<file path="src/rtl/rs_hs_pipeline_relay_fifo.sv">
// Relay-station valid/ready channel: registered forward and backward
// chains feeding a tail FIFO sized to absorb the round-trip grace period.
module rs_hs_pipeline_relay_fifo #(
  parameter int DATA_WIDTH                      = 32,
  parameter int DEPTH                           = 24,
  parameter int PIPELINE_READY_IN_HEAD          = 1,
  parameter int PIPELINE_VALID_AND_DATA_IN_HEAD = 0,
  parameter int BODY_LEVEL                      = 6,
  parameter int EXTRA_PIPELINE_BEFORE_TAIL      = 0,
  parameter int MEM_STYLE                       = 0,
  parameter int GRACE_PERIOD                    = 2 * BODY_LEVEL
                                                + PIPELINE_READY_IN_HEAD
                                                + PIPELINE_VALID_AND_DATA_IN_HEAD
                                                + 2 * EXTRA_PIPELINE_BEFORE_TAIL,
  parameter int REAL_DEPTH                      = GRACE_PERIOD + DEPTH + 4,
  parameter int REAL_ADDR_WIDTH                 = $clog2(REAL_DEPTH)
) (
  input  logic                       clk,
  input  logic                       reset,
  input  logic                       in_valid,
  output logic                       in_ready,
  input  logic [DATA_WIDTH-1:0]      in_data,
  output logic                       out_valid,
  input  logic                       out_ready,
  output logic [DATA_WIDTH-1:0]      out_data,
  output logic [REAL_ADDR_WIDTH:0]   occupancy,
  output logic                       overflow
);

  localparam int L_FWD = PIPELINE_VALID_AND_DATA_IN_HEAD
                       + BODY_LEVEL + EXTRA_PIPELINE_BEFORE_TAIL;
  localparam int L_BWD = PIPELINE_READY_IN_HEAD
                       + BODY_LEVEL + EXTRA_PIPELINE_BEFORE_TAIL;
  localparam int AW = REAL_ADDR_WIDTH;
  localparam int OW = REAL_ADDR_WIDTH + 1;

  localparam logic [AW-1:0] LAST_PTR    = AW'(REAL_DEPTH - 1);
  localparam logic [OW-1:0] FULL_OCC    = OW'(REAL_DEPTH);
  localparam logic [OW-1:0] READY_LIMIT = OW'(REAL_DEPTH - GRACE_PERIOD);

  logic                  accept;
  logic                  wr_en;
  logic [DATA_WIDTH-1:0] wr_data;
  logic                  ready_raw;

  logic [AW-1:0] rd_ptr_q, rd_ptr_d;
  logic [AW-1:0] wr_ptr_q, wr_ptr_d;
  logic [OW-1:0] occ_q, occ_d;
  logic          ovf_q, ovf_d;
  logic          full, push, pop;

  assign accept = in_valid & in_ready;

  if (L_FWD > 0) begin : g_fwd
    logic                  v_q [L_FWD];
    logic [DATA_WIDTH-1:0] d_q [L_FWD];

    always_ff @(posedge clk) begin
      if (reset) begin
        for (int i = 0; i < L_FWD; i++) v_q[i] <= 1'b0;
      end else begin
        v_q[0] <= accept;
        for (int i = 1; i < L_FWD; i++) v_q[i] <= v_q[i-1];
      end
    end

    // payload only moves alongside a valid word
    always_ff @(posedge clk) begin
      if (accept) d_q[0] <= in_data;
      for (int i = 1; i < L_FWD; i++)
        if (v_q[i-1]) d_q[i] <= d_q[i-1];
    end

    assign wr_en   = v_q[L_FWD-1];
    assign wr_data = d_q[L_FWD-1];
  end else begin : g_fwd_bypass
    assign wr_en   = accept;
    assign wr_data = in_data;
  end

  assign ready_raw = (occ_q < READY_LIMIT);

  if (L_BWD > 0) begin : g_bwd
    logic r_q [L_BWD];

    always_ff @(posedge clk) begin
      if (reset) begin
        for (int i = 0; i < L_BWD; i++) r_q[i] <= 1'b0;
      end else begin
        r_q[0] <= ready_raw;
        for (int i = 1; i < L_BWD; i++) r_q[i] <= r_q[i-1];
      end
    end

    assign in_ready = r_q[L_BWD-1];
  end else begin : g_bwd_bypass
    assign in_ready = ready_raw & ~reset;
  end

  always_comb begin
    full     = (occ_q == FULL_OCC);
    push     = wr_en & ~full;
    pop      = (occ_q != '0) & out_ready;
    rd_ptr_d = rd_ptr_q;
    wr_ptr_d = wr_ptr_q;
    occ_d    = occ_q;
    ovf_d    = ovf_q | (wr_en & full);
    if (push) wr_ptr_d = (wr_ptr_q == LAST_PTR) ? '0 : wr_ptr_q + 1'b1;
    if (pop)  rd_ptr_d = (rd_ptr_q == LAST_PTR) ? '0 : rd_ptr_q + 1'b1;
    case ({push, pop})
      2'b10:   occ_d = occ_q + 1'b1;
      2'b01:   occ_d = occ_q - 1'b1;
      default: occ_d = occ_q;
    endcase
  end

  always_ff @(posedge clk) begin
    if (reset) begin
      rd_ptr_q <= '0;
      wr_ptr_q <= '0;
      occ_q    <= '0;
      ovf_q    <= 1'b0;
    end else begin
      rd_ptr_q <= rd_ptr_d;
      wr_ptr_q <= wr_ptr_d;
      occ_q    <= occ_d;
      ovf_q    <= ovf_d;
    end
  end

  if (MEM_STYLE == 1) begin : g_mem_block
    (* ram_style = "block" *)
    logic [DATA_WIDTH-1:0] mem_q [REAL_DEPTH];

    always_ff @(posedge clk) begin
      if (push) mem_q[wr_ptr_q] <= wr_data;
    end

    assign out_data = mem_q[rd_ptr_q];
  end else begin : g_mem_dist
    (* ram_style = "distributed" *)
    logic [DATA_WIDTH-1:0] mem_q [REAL_DEPTH];

    always_ff @(posedge clk) begin
      if (push) mem_q[wr_ptr_q] <= wr_data;
    end

    assign out_data = mem_q[rd_ptr_q];
  end

  assign out_valid = (occ_q != '0);
  assign occupancy = occ_q;
  assign overflow  = ovf_q;

endmodule
</file>
<file path="config.mk">
export PLATFORM = sky130hd
export DESIGN_NAME = rs_hs_pipeline_relay_fifo
export DESIGN_NICKNAME = d
export VERILOG_FILES = /design/src/rtl/rs_hs_pipeline_relay_fifo.sv
export SDC_FILE = /design/constraint.sdc
export NUM_CORES = 1
export LEC_CHECK = 0
export ABC_AREA = 1
export BUFFER_PORTS_ARGS = -buffer_cell sky130_fd_sc_hd__buf_2
export CAP_MARGIN = 25
export CORE_MARGIN = 2
export CORE_UTILIZATION = 35
export CTS_CLUSTER_DIAMETER = 100
export CTS_CLUSTER_SIZE = 30
export DETAILED_ROUTE_END_ITERATION = 6
export GPL_TIMING_DRIVEN = 0
export HOLD_SLACK_MARGIN = 0.15
export PLACE_DENSITY = 0.53
export SLEW_MARGIN = 10
export SYNTH_ARGS = -nofsm -noshare
export SYNTH_HDL_FRONTEND = slang
export SYNTH_SLANG_ARGS = --single-unit
</file>
<file path="constraint.sdc">
create_clock -name clk -period 5.3 [get_ports clk]
set_input_delay 1.06 -clock clk [delete_from_list [all_inputs] [get_ports clk]]
set_output_delay 1.06 -clock clk [all_outputs]
set_load 0.05 [all_outputs]
</file>
==> qor.yml, run 1 <==
post_cts_buffers: 0
clock_latency_ns: 0.76
drt-total-wl_um: 199000
yosysMostFrequentCell: "nand2_1"
cp_max_fo: 10
tns_ns: 0
max_freq_mhz: 193
cpPeakStageDelay_ns: 0.51
wl_per_cell_um: 26.8
synth_largest_area_cell: "edfxtp_1"
vdd_drop_max_uv: 285
cp_slowest_cell: "buf_2"
hold_buffers: 0
avgSynthCellArea_um2: 12.5
cts_made_buffers: 58
fin_util: 0.398
power_mw: 24.2
critPathTopFamily: "buffers and inverters"
grt_max_degree: 34
dp_slack_ns: 0.969
hold_violations: 0
reg2reg_from: "occupancy[4]"
fill_cells: 16200
ys_ff_latch: 1543
critPathCaptureType: "output port"
drc: 0
drtAntennaViolNets: 0
dp_hpwl_um: 143000
crit_type: "register to output port"
syn_nets: 4855
rsz0062_at_grt: "false"
vias_per_cell: 5.26
arrival_ns: 4.13
fin_crit_sh: 0.980
clk_path_buf_depth: 3
port_buffers: 77
cts_max_level: 2
status: "completed"
setup_viol: 0
areaGrowthSynthToFinish_pct: 13.2
start_util: 0.352
core_area_um2: 171000
grt_pass1_wl_um: 276000
die_h_um: 419
overflow: 0
synth.top_cell.area_share: 0.750
hold_start: "g_bwd.r_q[2]"
cts-root-buf: "clkbuf_16"
cts-resized-gates: 0
slew_violations: 0
io-pin-count: 78
place.gp.congestion: 0.949
worst_pin_slew_ns: 0.961
firstDrtPassIters: 5
initialDrtViolationCount: 5347
skew_ns: 0.0397
core.rowCount: 152
crit_buf_inv: 5
synth_cell_types: 26
synth_flop_cell: "edfxtp_1"
slew_headroom: 0.359
maxCapViolCount: 0
drive_gt1_frac: 0.104
place_area_um2: 66600
dieArea_um2: 175000
ys_top_cells_by_area: "edfxtp_1, nand2_1, nand3_1"
fin_area_um2: 68200
cp_cell_sequence: "buf_2 -> inv_2 -> buf_2 -> buf_2 -> nand3_1 -> nand3_1 -> nand2_1 -> nand2_1 -> nand3_1 -> nand3_1 -> nand2_1 -> buf_2"
clock-sinks: 1543
period_needed_ns: 5.19
grt_antenna_before_repair: 11
critPathRequiredTime_ns: 4.24
hold_path.class: "register to register"
grt_usage: 0.223
yosysWarnings: 0
synthTopCellsByCount: "nand2_1, edfxtp_1, nand3_1"
clk_pin_slew_ns: 0.12
start_kind: "register"
cts_tree: "done"
grt_pass1_vias: 36100
vias: 39000
async_flop_share: 0
seq_area_frac_synth: 0.763
worst_slack_ns: 0.105
die_w_um: 419
fin_nets: 5118
synth_edf_count: 1504
postSynthCellCount: 4812
netlist_area_um2: 60200
power_density_nw_per_um2: 355
leakage_nw: 23.7
[power by group]
part	internal [mW]	total [mW]	switching [mW]
Clock	2.09	5.82	3.73
Sequential	13.2	13.2	0.0334
Combinational	1.22	5.21	3.98
[cell families after synthesis]
group                      count (synthesis)  synth area share
AOI/OAI and AO/OA                        108           0.00991
adders and majority gates                  7           0.00145
buffers and inverters                    358            0.0287
DFF                                     1543             0.763
and+or+nand+nor                         2791             0.196
xor gates and xnor gates                   5          0.000727
[final timing paths]
kind | to | slack (ns) | depth (start not counted)
worst max register to register | g_mem_dist.mem_q[21][20] | 2.02 | 7
worst max-delay path | out_data[23] | 0.11 | 12
worst min register to register | g_bwd.r_q[3] | 0.41 | 2
worst min-delay path | g_bwd.r_q[3] | 0.41 | 2
[placed cells by master, fill, tap and decap left out, types with 3 or more instances in the layout]
cell type / instances
nand2_1: 1606
edfxtp_1: 1504
nand3_1: 1058
buf_2: 243
clkbuf_1: 74
nor2_1: 70
inv_1: 66
clkbuf_16: 58
buf_16: 54
o21ai_0: 51
buf_4: 47
nor2_4: 40
buf_8: 39
dfxtp_1: 34
buf_12: 33
a21oi_1: 28
buf_1: 21
o211ai_1: 12
o22ai_1: 12
nand4_1: 9
nor3_1: 7
ha_1: 7
inv_2: 5
dfxtp_2: 5
xnor2_1: 4
clkinv_1: 3
[routing by layer]
metal | GRT usage | share of wire
met4 | 0.0931 | 0.047
met5 | 0 | 0.000070
met1 | 0.314 | 0.42
met2 | 0.341 | 0.44
met3 | 0.0399 | 0.091
[metrics by stage]
step | cells | hold WS [ns]
detailed placement | 7325 | 0.395
global route | 7414 | 0.429
global placement | 7199 | 0.398
CTS | 7414 | 0.417
floorplan | 4812 | 0.388
finish | 7415 | 0.412
[final cells by class]
cell class | instances | area [µm²] | share of cell area
antenna | 1 | 2.50 | 0.0000367
buffer | 286 | 1460 | 0.0214
clock buffer | 80 | 1530 | 0.0225
clock inverter | 9 | 121 | 0.00178
inverter | 72 | 270 | 0.00396
multi-input combinational | 2911 | 12900 | 0.189
sequential | 1543 | 46000 | 0.674
tap | 2310 | 2890 | 0.0424
timing repair buffer | 203 | 3120 | 0.0457
[worst min-delay path: cells and delay by family, from the launching register on]
family	cells	cell delay, ns
buf+inv	1	0.04
flops	1	0.32
simple gates	1	0.03
[sequential cells by signal, summed over array words and instances, names as in the netlist, named ones only]
name	count
g_mem_dist.mem_q	1312
g_fwd.d_q	192
g_bwd.r_q	7
occupancy	7
g_fwd.v_q	6
rd_ptr_q	6
wr_ptr_q	6
overflow	1
Power figures use the tool's default switching activity.
==> run 2: changes to the inputs <==
- MAX_ROUTING_LAYER: unset -> met4
- SLEW_MARGIN: 10 -> unset
- TNS_END_PERCENT: unset -> 10
==> run 2 against run 1 <==
Net effect:
- the flow now finishes with violations (design-rule violations)
- highest routed layer is now met4
- largest power group unchanged
- maximum frequency decreased by 0.59%
- sequential power about the same
- non-clock buffer count decreased by 11
- clock power about the same
- register-to-register slack about the same
- core utilization about the same
==> qor.yml, run 2 (same netlist as run 1, synthesis figures left out) <==
dr_wl_met3_um: 16900
cellInternalPower_mw: 16.5
cts_tree: "done"
cts_max_level: 2
vias: 39000
wl_met1_um: 83600
maxCapViolCount: 0
r2r_cells: 8
combPwrFrac: 0.214
start_util: 0.352
failed_checks: "design-rule violations"
hold_buffers: 0
pwr-share-clk: 0.241
drc: 9
clock-sinks: 1543
cp_max_fo: 11
multi_input_area_um2: 12900
largest_reg_flops: 1312
cts_made_buffers: 58
worst_pin_slew_ns: 1.03
wl_met2_um: 88500
grt_max_degree: 33
setup_viol: 0
vias_per_cell: 5.26
clock_latency_ns: 0.75
switching_share: 0.318
grt_pass1_wl_um: 275000
max_freq_mhz: 191
hold_violations: 0
start_kind: "register"
status: "finished, violations left"
hold_depth: 2
areaGrowthSynthToFinish_pct: 13.4
vdd_drop_max_uv: 265
hold_ws_ns: 0.394
netSwitchingPower_mw: 7.72
fin_crit_sh: 0.986
place.gp.congestion: 0.964
core.rowCount: 152
post_cts_buffers: 0
die_h_um: 419
layout_commonest_cell: "nand2_1"
io-pin-count: 78
initialDrtViolationCount: 4937
port_buffers: 77
tns_ns: 0
clk_path_buf_depth: 3
ff_latch_area_um2: 45900
core_area_um2: 171000
reg_top3: "g_mem_dist.mem_q (1312), g_fwd.d_q (192)"
fin_nets: 5107
critPathCaptureType: "output port"
regMostFlops: "g_mem_dist.mem_q"
dp_hpwl_um: 142000
skew_ns: 0.0637
slew_headroom: 0.312
firstDrtPassIters: 7
leakage_nw: 23.7
dieArea_um2: 175000
seq_power_share: 0.545
fill_cells: 16100
grt_pass1_vias: 36200
fin_util: 0.398
hold_path.class: "register to register"
final_cell_mix: "nand2_1, edfxtp_1, nand3_1"
drt-total-wl_um: 198000
dr.max_layer_used: "met4"
crit_type: "register to output port"
grt_antenna_before_repair: 9
drtAntennaViolNets: 0
arrival_ns: 4.17
wl_per_cell_um: 26.8
slew_violations: 0
overflow: 0
period_needed_ns: 5.23
cts-resized-gates: 0
critPathRequiredTime_ns: 4.24
grt_usage: 0.229
cts-root-buf: "clkbuf_16"
power_density_nw_per_um2: 355
drive_gt1_frac: 0.101
rsz0062_at_grt: "false"
clk_pin_slew_ns: 0.11
die_w_um: 419
[run 2: cell count changes in the layout (fill, tap and decap cells not counted), sizes merged]
cell and delta:
clkinvlp +1, buf -11, bufinv +1, clkinv -2
diode +5
[run 2: power by group through the flow]
stage	Sequential, mW	Clock [mW]	Combinational, mW
floorplan	13.5	0	2.90
global placement	13.5	0	5.10
detailed placement	13.5	0	5.12
CTS	13.2	5.94	5.13
global route	13.2	6.27	5.51
finish	13.2	5.84	5.20
[run 2: cell type report]
cell class | instances | share of cell area
Tap cell | 2310 | 0.0423
Inverter | 72 | 0.00396
Antenna cell | 6 | 0.000220
Clock inverter | 9 | 0.00205
Buffer | 286 | 0.0213
Clock buffer | 80 | 0.0225
Multi-Input combinational cell | 2911 | 0.188
Sequential cell | 1543 | 0.673
Timing Repair Buffer | 192 | 0.0464
[run 2: final timing paths]
kind                 from                       end  slack (ns)
max              register              out_data[23]        0.07
min          g_bwd.r_q[4]              g_bwd.r_q[5]        0.39
max reg2reg  occupancy[4]  g_mem_dist.mem_q[19][19]        2.02
min reg2reg  g_bwd.r_q[4]              g_bwd.r_q[5]        0.39
[run 2: routing by layer]
layer | GRT usage | vias up
met2 | 0.342 | 1753
met3 | 0.0329 | 281
met5 | - | -
met1 | 0.314 | 19500
met4 | 0.0945 | 0
li1 | - | 17400
[run 2: metrics by stage]
| stage | instances | cell area, µm² | setup slack [ns] | total power [mW] |
|---|---|---|---|---|
| finish | 7409 | 68300 | 0.0744 | 24.3 |
| global route | 7404 | 68300 | 0.105 | 25.0 |
| CTS | 7403 | 68300 | 0.152 | 24.3 |
| detailed placement | 7314 | 66600 | 0.955 | 18.6 |
| global placement | 7199 | 63500 | -0.642 | 18.6 |
| floorplan | 4812 | 60200 | 2.08 | 16.4 |
[run 2: critical path: stages, from the launching register on]
cell and delay, ns:
dfxtp_1 0.31, buf_2 0.26, inv_2 0.31, buf_2 0.55, buf_2 0.40, nand3_1 0.24
nand3_1 0.12, nand2_1 0.19, nand2_1 0.12, nand3_1 0.24, nand3_1 0.21, nand2_1 0.16
buf_2 0.25
